## src/rtl/lights_sequencer.sv

```systemverilog
`timescale 1ns/1ps
`default_nettype none
// +--------------------------------------------------------------------------+
// | lights_sequencer : colour code / sel controller, auto dwell + manual step |
// | Rev 1.0                                                                   |
// +--------------------------------------------------------------------------+
module lights_sequencer #(
   parameter int DWELL       = 8,
   parameter int MAN_TIMEOUT = 32,
   parameter int CNT_W       = 8
) (
   input  logic       clk,
   input  logic       rst,
   input  logic       enable,
   input  logic       auto_req,
   input  logic       button,
   output logic [2:0] colour,
   output logic       sel,
   output logic       step,
   output logic [1:0] mode
);

   typedef enum logic [1:0] {
      ST_IDLE   = 2'b00,
      ST_AUTO   = 2'b01,
      ST_MANUAL = 2'b10
   } state_t;

   localparam logic [CNT_W-1:0] DWELL_LAST   = CNT_W'(DWELL - 1);
   localparam logic [CNT_W-1:0] IDLE_LAST    = CNT_W'(MAN_TIMEOUT - 1);
   localparam logic [CNT_W-1:0] CNT_ONE      = CNT_W'(1);
   localparam logic [2:0]       COLOUR_FIRST = 3'd1;
   localparam logic [2:0]       COLOUR_LAST  = 3'd6;

   state_t           state;
   logic [CNT_W-1:0] dwell_cnt;
   logic [CNT_W-1:0] idle_cnt;
   logic             btn_q;
   logic             btn_edge;
   logic [2:0]       colour_next;

   assign btn_edge    = button & ~btn_q;
   assign colour_next = (colour == COLOUR_LAST) ? COLOUR_FIRST : colour + 3'd1;
   assign mode        = state;

   always_ff @(posedge clk) begin
      if (rst) begin
         state     <= ST_IDLE;
         colour    <= COLOUR_FIRST;
         sel       <= 1'b0;
         step      <= 1'b0;
         dwell_cnt <= '0;
         idle_cnt  <= '0;
         btn_q     <= button;
      end else begin
         btn_q <= button;
         step  <= 1'b0;
         if (!enable) begin
            state     <= ST_IDLE;
            sel       <= 1'b0;
            dwell_cnt <= '0;
            idle_cnt  <= '0;
         end else begin
            case (state)
               ST_IDLE: begin
                  state     <= auto_req ? ST_AUTO : ST_MANUAL;
                  sel       <= 1'b1;
                  dwell_cnt <= '0;
                  idle_cnt  <= '0;
               end
               ST_AUTO: begin
                  // A button edge coinciding with dwell expiry still gives a single advance
                  if (btn_edge) begin
                     state     <= ST_MANUAL;
                     colour    <= colour_next;
                     step      <= 1'b1;
                     dwell_cnt <= '0;
                     idle_cnt  <= '0;
                  end else if (!auto_req) begin
                     state     <= ST_MANUAL;
                     dwell_cnt <= '0;
                     idle_cnt  <= '0;
                  end else if (dwell_cnt == DWELL_LAST) begin
                     colour    <= colour_next;
                     step      <= 1'b1;
                     dwell_cnt <= '0;
                  end else begin
                     dwell_cnt <= dwell_cnt + CNT_ONE;
                  end
               end
               ST_MANUAL: begin
                  if (btn_edge) begin
                     colour   <= colour_next;
                     step     <= 1'b1;
                     idle_cnt <= '0;
                  end else if ((idle_cnt == IDLE_LAST) && auto_req) begin
                     state     <= ST_AUTO;
                     dwell_cnt <= '0;
                     idle_cnt  <= '0;
                  end else if (idle_cnt != IDLE_LAST) begin
                     idle_cnt <= idle_cnt + CNT_ONE;
                  end
               end
               default: begin
                  state <= ST_IDLE;
                  sel   <= 1'b0;
               end
            endcase
         end
      end
   end

endmodule
`default_nettype wire
```

## config.mk

```make
export PLATFORM = sky130hd
export DESIGN_NAME = lights_sequencer
export DESIGN_NICKNAME = d
export VERILOG_FILES = /design/src/rtl/lights_sequencer.sv
export SDC_FILE = /design/constraint.sdc
export NUM_CORES = 1
export LEC_CHECK = 0
export CAP_MARGIN = 20
export CORE_ASPECT_RATIO = 0.6
export CORE_MARGIN = 2
export CORE_UTILIZATION = 50
export DETAILED_ROUTE_END_ITERATION = 10
export GPL_TIMING_DRIVEN = 0
export PLACE_DENSITY_LB_ADDON = 0.15
export SETUP_SLACK_MARGIN = 0.05
export SLEW_MARGIN = 20
export SYNTH_ARGS = -nofsm -noshare
export SYNTH_HDL_FRONTEND = slang
export SYNTH_SLANG_ARGS = --single-unit
```

## constraint.sdc

```tcl
create_clock -name clk -period 4 [get_ports clk]
set_input_delay 0.8 -clock clk [delete_from_list [all_inputs] [get_ports clk]]
set_output_delay 0.8 -clock clk [all_outputs]
set_load 0.05 [all_outputs]
```

== Yosys cells after proc, flatten, opt, wreduce, memory -nomap -nowiden ==
Index checks and enable logic that the tools add are counted.
Word-level totals
  bits of input ports: 5
  logic and storage cells: 66
  output and inout bits: 7
  register bits: 24
Cells by class
  add/sub/neg operators: 3
  bitwise operators: 3
  reduce and logical (&&, ||, !) cells: 10
  muxes and demuxes: 30
  equality and inequality tests: 13
Operators by type and width (number)
  two-way mux 8 bit: 10
  case mux 8 bit (3 select lines): 2
  adder 8 x 1 -> 8 bit (second input constant): 2
  two-way mux 3 bit: 5
  two-way mux 2 bit: 5
  inequality test 3 bit (second input constant): 3
  AND reduction 3 bit: 3
  == test 8 x 3 -> 1 bit (second input constant): 1
  == test 8 x 5 -> 1 bit (second input constant): 1
  inequality test 8 x 5 -> 1 bit (second input constant): 1
  inequality test 2 bit (second input constant): 3
  case mux 2 bit (3 select lines): 1
  case mux 3 bit (2 select lines): 1
  AND reduction 5 bit: 1
  two-way mux 1 bit: 4
  inequality test 4 bit (second input constant): 1
  case mux 1 bit (2 select lines): 2
  OR reduction 2 bit: 2
  adder 3 x 1 -> 3 bit (second input constant): 1
  == test 3 bit (second input constant): 1
  nonzero test 3 bit: 1
  == test 2 x 1 -> 1 bit (second input constant): 1
  == test 2 bit (second input constant): 1
  zero test 2 bit: 1
  4 further kinds: 5

== Depth between registers and ports, before layout ==
  word-level depth: 6
  depth in mapped cells: 6
  gate-level depth less buffers: 6

== Least setup slack after synthesis ==
Ideal clock, no wire load.
  path type: flip-flop to flip-flop
  start point: register state[1], in the netlist mode[1]
  end point: register idle_cnt[3]
  path buffers: 0
  period minus slack after synthesis: 2221 ps
  slack: 1779 ps
  arrival time: 2106 ps
  stages on the path, launching flop included: 7
  data required time: 3885 ps
  setup time: 115 ps
  path through: dfxtp_1 -> inv_1 -> ha_1 -> a31oi_1 -> o21ai_1 -> o21a_1 -> o21ba_2
On the way
  longest elaborated chain between the ends: 3
  elaborated cells on any way between the ends: 8
  those cells by class: eq/ne: 4; mux: 1; reduce/logical: 3
RTL lines
  start, declared: line 35  | state_t state;
  start signal, assigned: line 66  | state <= auto_req ? ST_AUTO : ST_MANUAL;
  == test 2 bit, or another cell as far along: line 64  | case (state)
  inequality test 4 bit (no source line), or another cell as far along
  AND reduction 3 bit (no source line)
  end signal, assigned: line 101  | idle_cnt <= idle_cnt + CNT_ONE;
  end, declared: line 37  | logic [CNT_W-1:0] idle_cnt;
Several ways; a longest one is shown, not always the timed one.
A chain may end at the register's enable or synchronous reset.

== Worst setup path in the final report ==
  start point: input port auto_req
  end point: register dwell_cnt[7]
On the way
  longest elaborated chain between the ends: 3
  elaborated cells on any way between the ends: 6
  those cells by class: eq/ne: 1; mux: 3; reduce/logical: 2
RTL lines
  start, declared: line 15  | input logic auto_req,
  two-way mux 8 bit or logical AND 1 bit (tied branches): line 79, 96
  two-way mux 8 bit or inequality test 2 bit (tied branches)
  case mux 8 bit (3 select lines) or AND reduction 3 bit (tied branches)
  end signal, assigned: line 88  | dwell_cnt <= dwell_cnt + CNT_ONE;
  end, declared: line 36  | logic [CNT_W-1:0] dwell_cnt;
Several ways; a longest one is shown, not always the timed one.

==> results.cfg <==
[cells_and_area]
fin_util_pct = 61.2
fin_nets = 180
layout-drive-gt1-share_pct = 9.52
fillers = 219
area_growth_pct = 17.0
layout_common_cells = 24 x dfxtp_1, 18 x nor2_1, 11 x nand2_1, 11 x a21oi_1, 11 x clkdlybuf4s50_1
final_cell_count_no_fill = 200
final_common_cell = dfxtp_1
diodes = 0

[cts]
clk_pin_slew_ns = 0.09
cts_buffers = 3
cts_root_buffer = clkbuf_8
clock_path_buffers = 2
cts_hold_buf = 0
h-tree-depth = 1
cts_tree = done
cts_sinks = 24
clock_latency_ns = 0.27
cts_setup_buffers = 0
cts_resized = 0

[synth]
yosys.area.top_type = dfxtp_1
ys_async_sr_fraction_pct = 0
synth.avg_cell_area_um2 = 8.50
ys_ff_latch = 24
synth_top_area_share_pct = 36.9
ys_types = 39
syn-cell-area_um2 = 1300
synth_nets = 164
postSynthCellCount = 153
synth-main-ff-cell = dfxtp_1
synth-edff-count = 0
ys.warnings.count = 0
synth_area_leaders = dfxtp_1 37%, ha_1 5.8%, nor2_1 5.2%
ys_seq_area_share_pct = 36.9

[placed_design]
globalplace.congestion = 0.865
placed_cells = 196
io_buffers = 11
dp_slack_ns = 1.13
hpwl_mm = 2.04

[grt]
grt_max_degree = 15
grt.total_usage_pct = 20.7
antenna_found_initial = 0
grt_pass1_vias = 1131
grt_pass1_wl_mm = 5.03
grt_overflow_total = 0

[timing]
setup-tns-final_ns = 0
fin_ws_ns = 1.35
setup_viol = 0
relSlewSlack_pct = 58.0
clock_skew_ns = 0.0102
hold_violations = 0
fin_crit_ns = 2.65
drv_slew = 0
post-route-period-util_pct = 66.2
tightest_slew_ns = 0.628
rsz0062_at_grt = no
fmax_ghz = 0.378

[routing]
vias = 1145
dr.pass1.iters = 4
drt-wirelength-per-cell_um = 14.1
drtAntennaViolNets = 0
viasPerCell = 5.73
drc_errors = 0
wl_mm = 2.81
drt_iter0_drc = 78

[worst_setup_path]
end_kind = register
crit_required_ns = 4.21
reg2regPathDepth = 6
cp.arrival_ns = 2.85
start_kind = input pin
r2r-end = idle_cnt[3]
reg2reg_from = mode[1]
path_class = in -> reg
setup.worst_path.end = dwell_cnt[7]
timing.reg2reg.setup_slack_ns = 1.83
crit_fanout = 6
crit_start = auto_req

[floorplan]
die_w_um = 69.9
core_area_um2 = 2490
die_h_um = 43.5
num_rows = 14
start_util_pct = 52.3
die_area_um2 = 3040
io_pins = 12

[power]
power_mw = 0.539
p_leak_nw = 0.520
ir_drop_mv = 0.227
power_density_nw_per_um2 = 354

[flow_run]
max_cap_viol_count = 0

[status]
outcome = finished clean

[min_path]
hp-class = reg -> reg
## report_power, final
part	leakage (nW)	internal (mW)	switching [mW]
Sequential	0.194	0.244	0.00525
Combinational	0.290	0.0296	0.0477
Clock	0.0357	0.134	0.0793
## cells by family after synthesis
group           synth area share [%]
mux                             3.17
xor+xnor                        4.04
buf+inv                         2.60
flops                           36.9
simple gates                    28.6
compound gates                  18.9
fa+ha+maj                       5.77
## cells in the mapped netlist, types with 2 or more instances
library cell / number
dfxtp_1: 24
nor2_1: 18
a21oi_1: 11
nand2_1: 11
o21ai_0: 10
inv_1: 8
nor3_1: 8
nand3_1: 7
ha_1: 6
nand3b_1: 5
o211ai_1: 4
xor2_1: 4
mux2i_1: 3
nand2b_1: 3
a211oi_1: 2
a31oi_1: 2
and3_2: 2
nand4_1: 2
o21ba_2: 2
xnor2_1: 2
## layout make-up
type                    count  area (µm²)  area share, %
well taps                  32        40.0           2.63
multi-input cells         120         787           51.7
clock inverters             1        30.0           1.97
inverters                   8        30.0           1.97
repair buffers             11         110           7.23
clock buffers               3        41.3           2.71
plain buffers               1        3.75          0.247
flip-flops and latches     24         480           31.6
## stage by stage
step | instance area, µm² | hold WS, ns
6_report | 1520 | 0.503
3_3_place_gp | 1450 | 0.466
4_1_cts | 1520 | 0.498
2_1_floorplan | 1300 | 0.449
5_1_grt | 1520 | 0.527
3_5_place_dp | 1450 | 0.486
## worst min path at each step
stage	slack (ns)	end	start	cells after the start
2_1_floorplan	0.45	dwell_cnt[1]	dwell_cnt[1]	2
3_3_place_gp	0.47	dwell_cnt[1]	dwell_cnt[1]	2
3_5_place_dp	0.49	dwell_cnt[1]	dwell_cnt[1]	2
4_1_cts	0.50	dwell_cnt[1]	dwell_cnt[1]	2
5_1_grt	0.53	dwell_cnt[1]	dwell_cnt[1]	2
6_report	0.50	dwell_cnt[1]	dwell_cnt[1]	2
## metal layers
layer	global-route usage (%)	routed length, µm	vias to the layer above
met5	0	0	-
met4	3.85	12	0
met3	6.74	134	2
met2	31.4	1160	29
met1	29.3	1500	533
li1	-	-	581
## critical path: stages
cell             delay [ns]
clkdlybuf4s50_1        0.61
inv_1                  0.19
o41ai_4                0.49
nor4b_4                0.44
nand3b_1               0.14
a21oi_1                0.17
## registers in the layout, summed over array words and instances (netlist names)
name,flops
btn_q,1
colour,3
dwell_cnt,8
idle_cnt,8
mode,2
sel,1
step,1
Power figures use the tool's default switching activity.
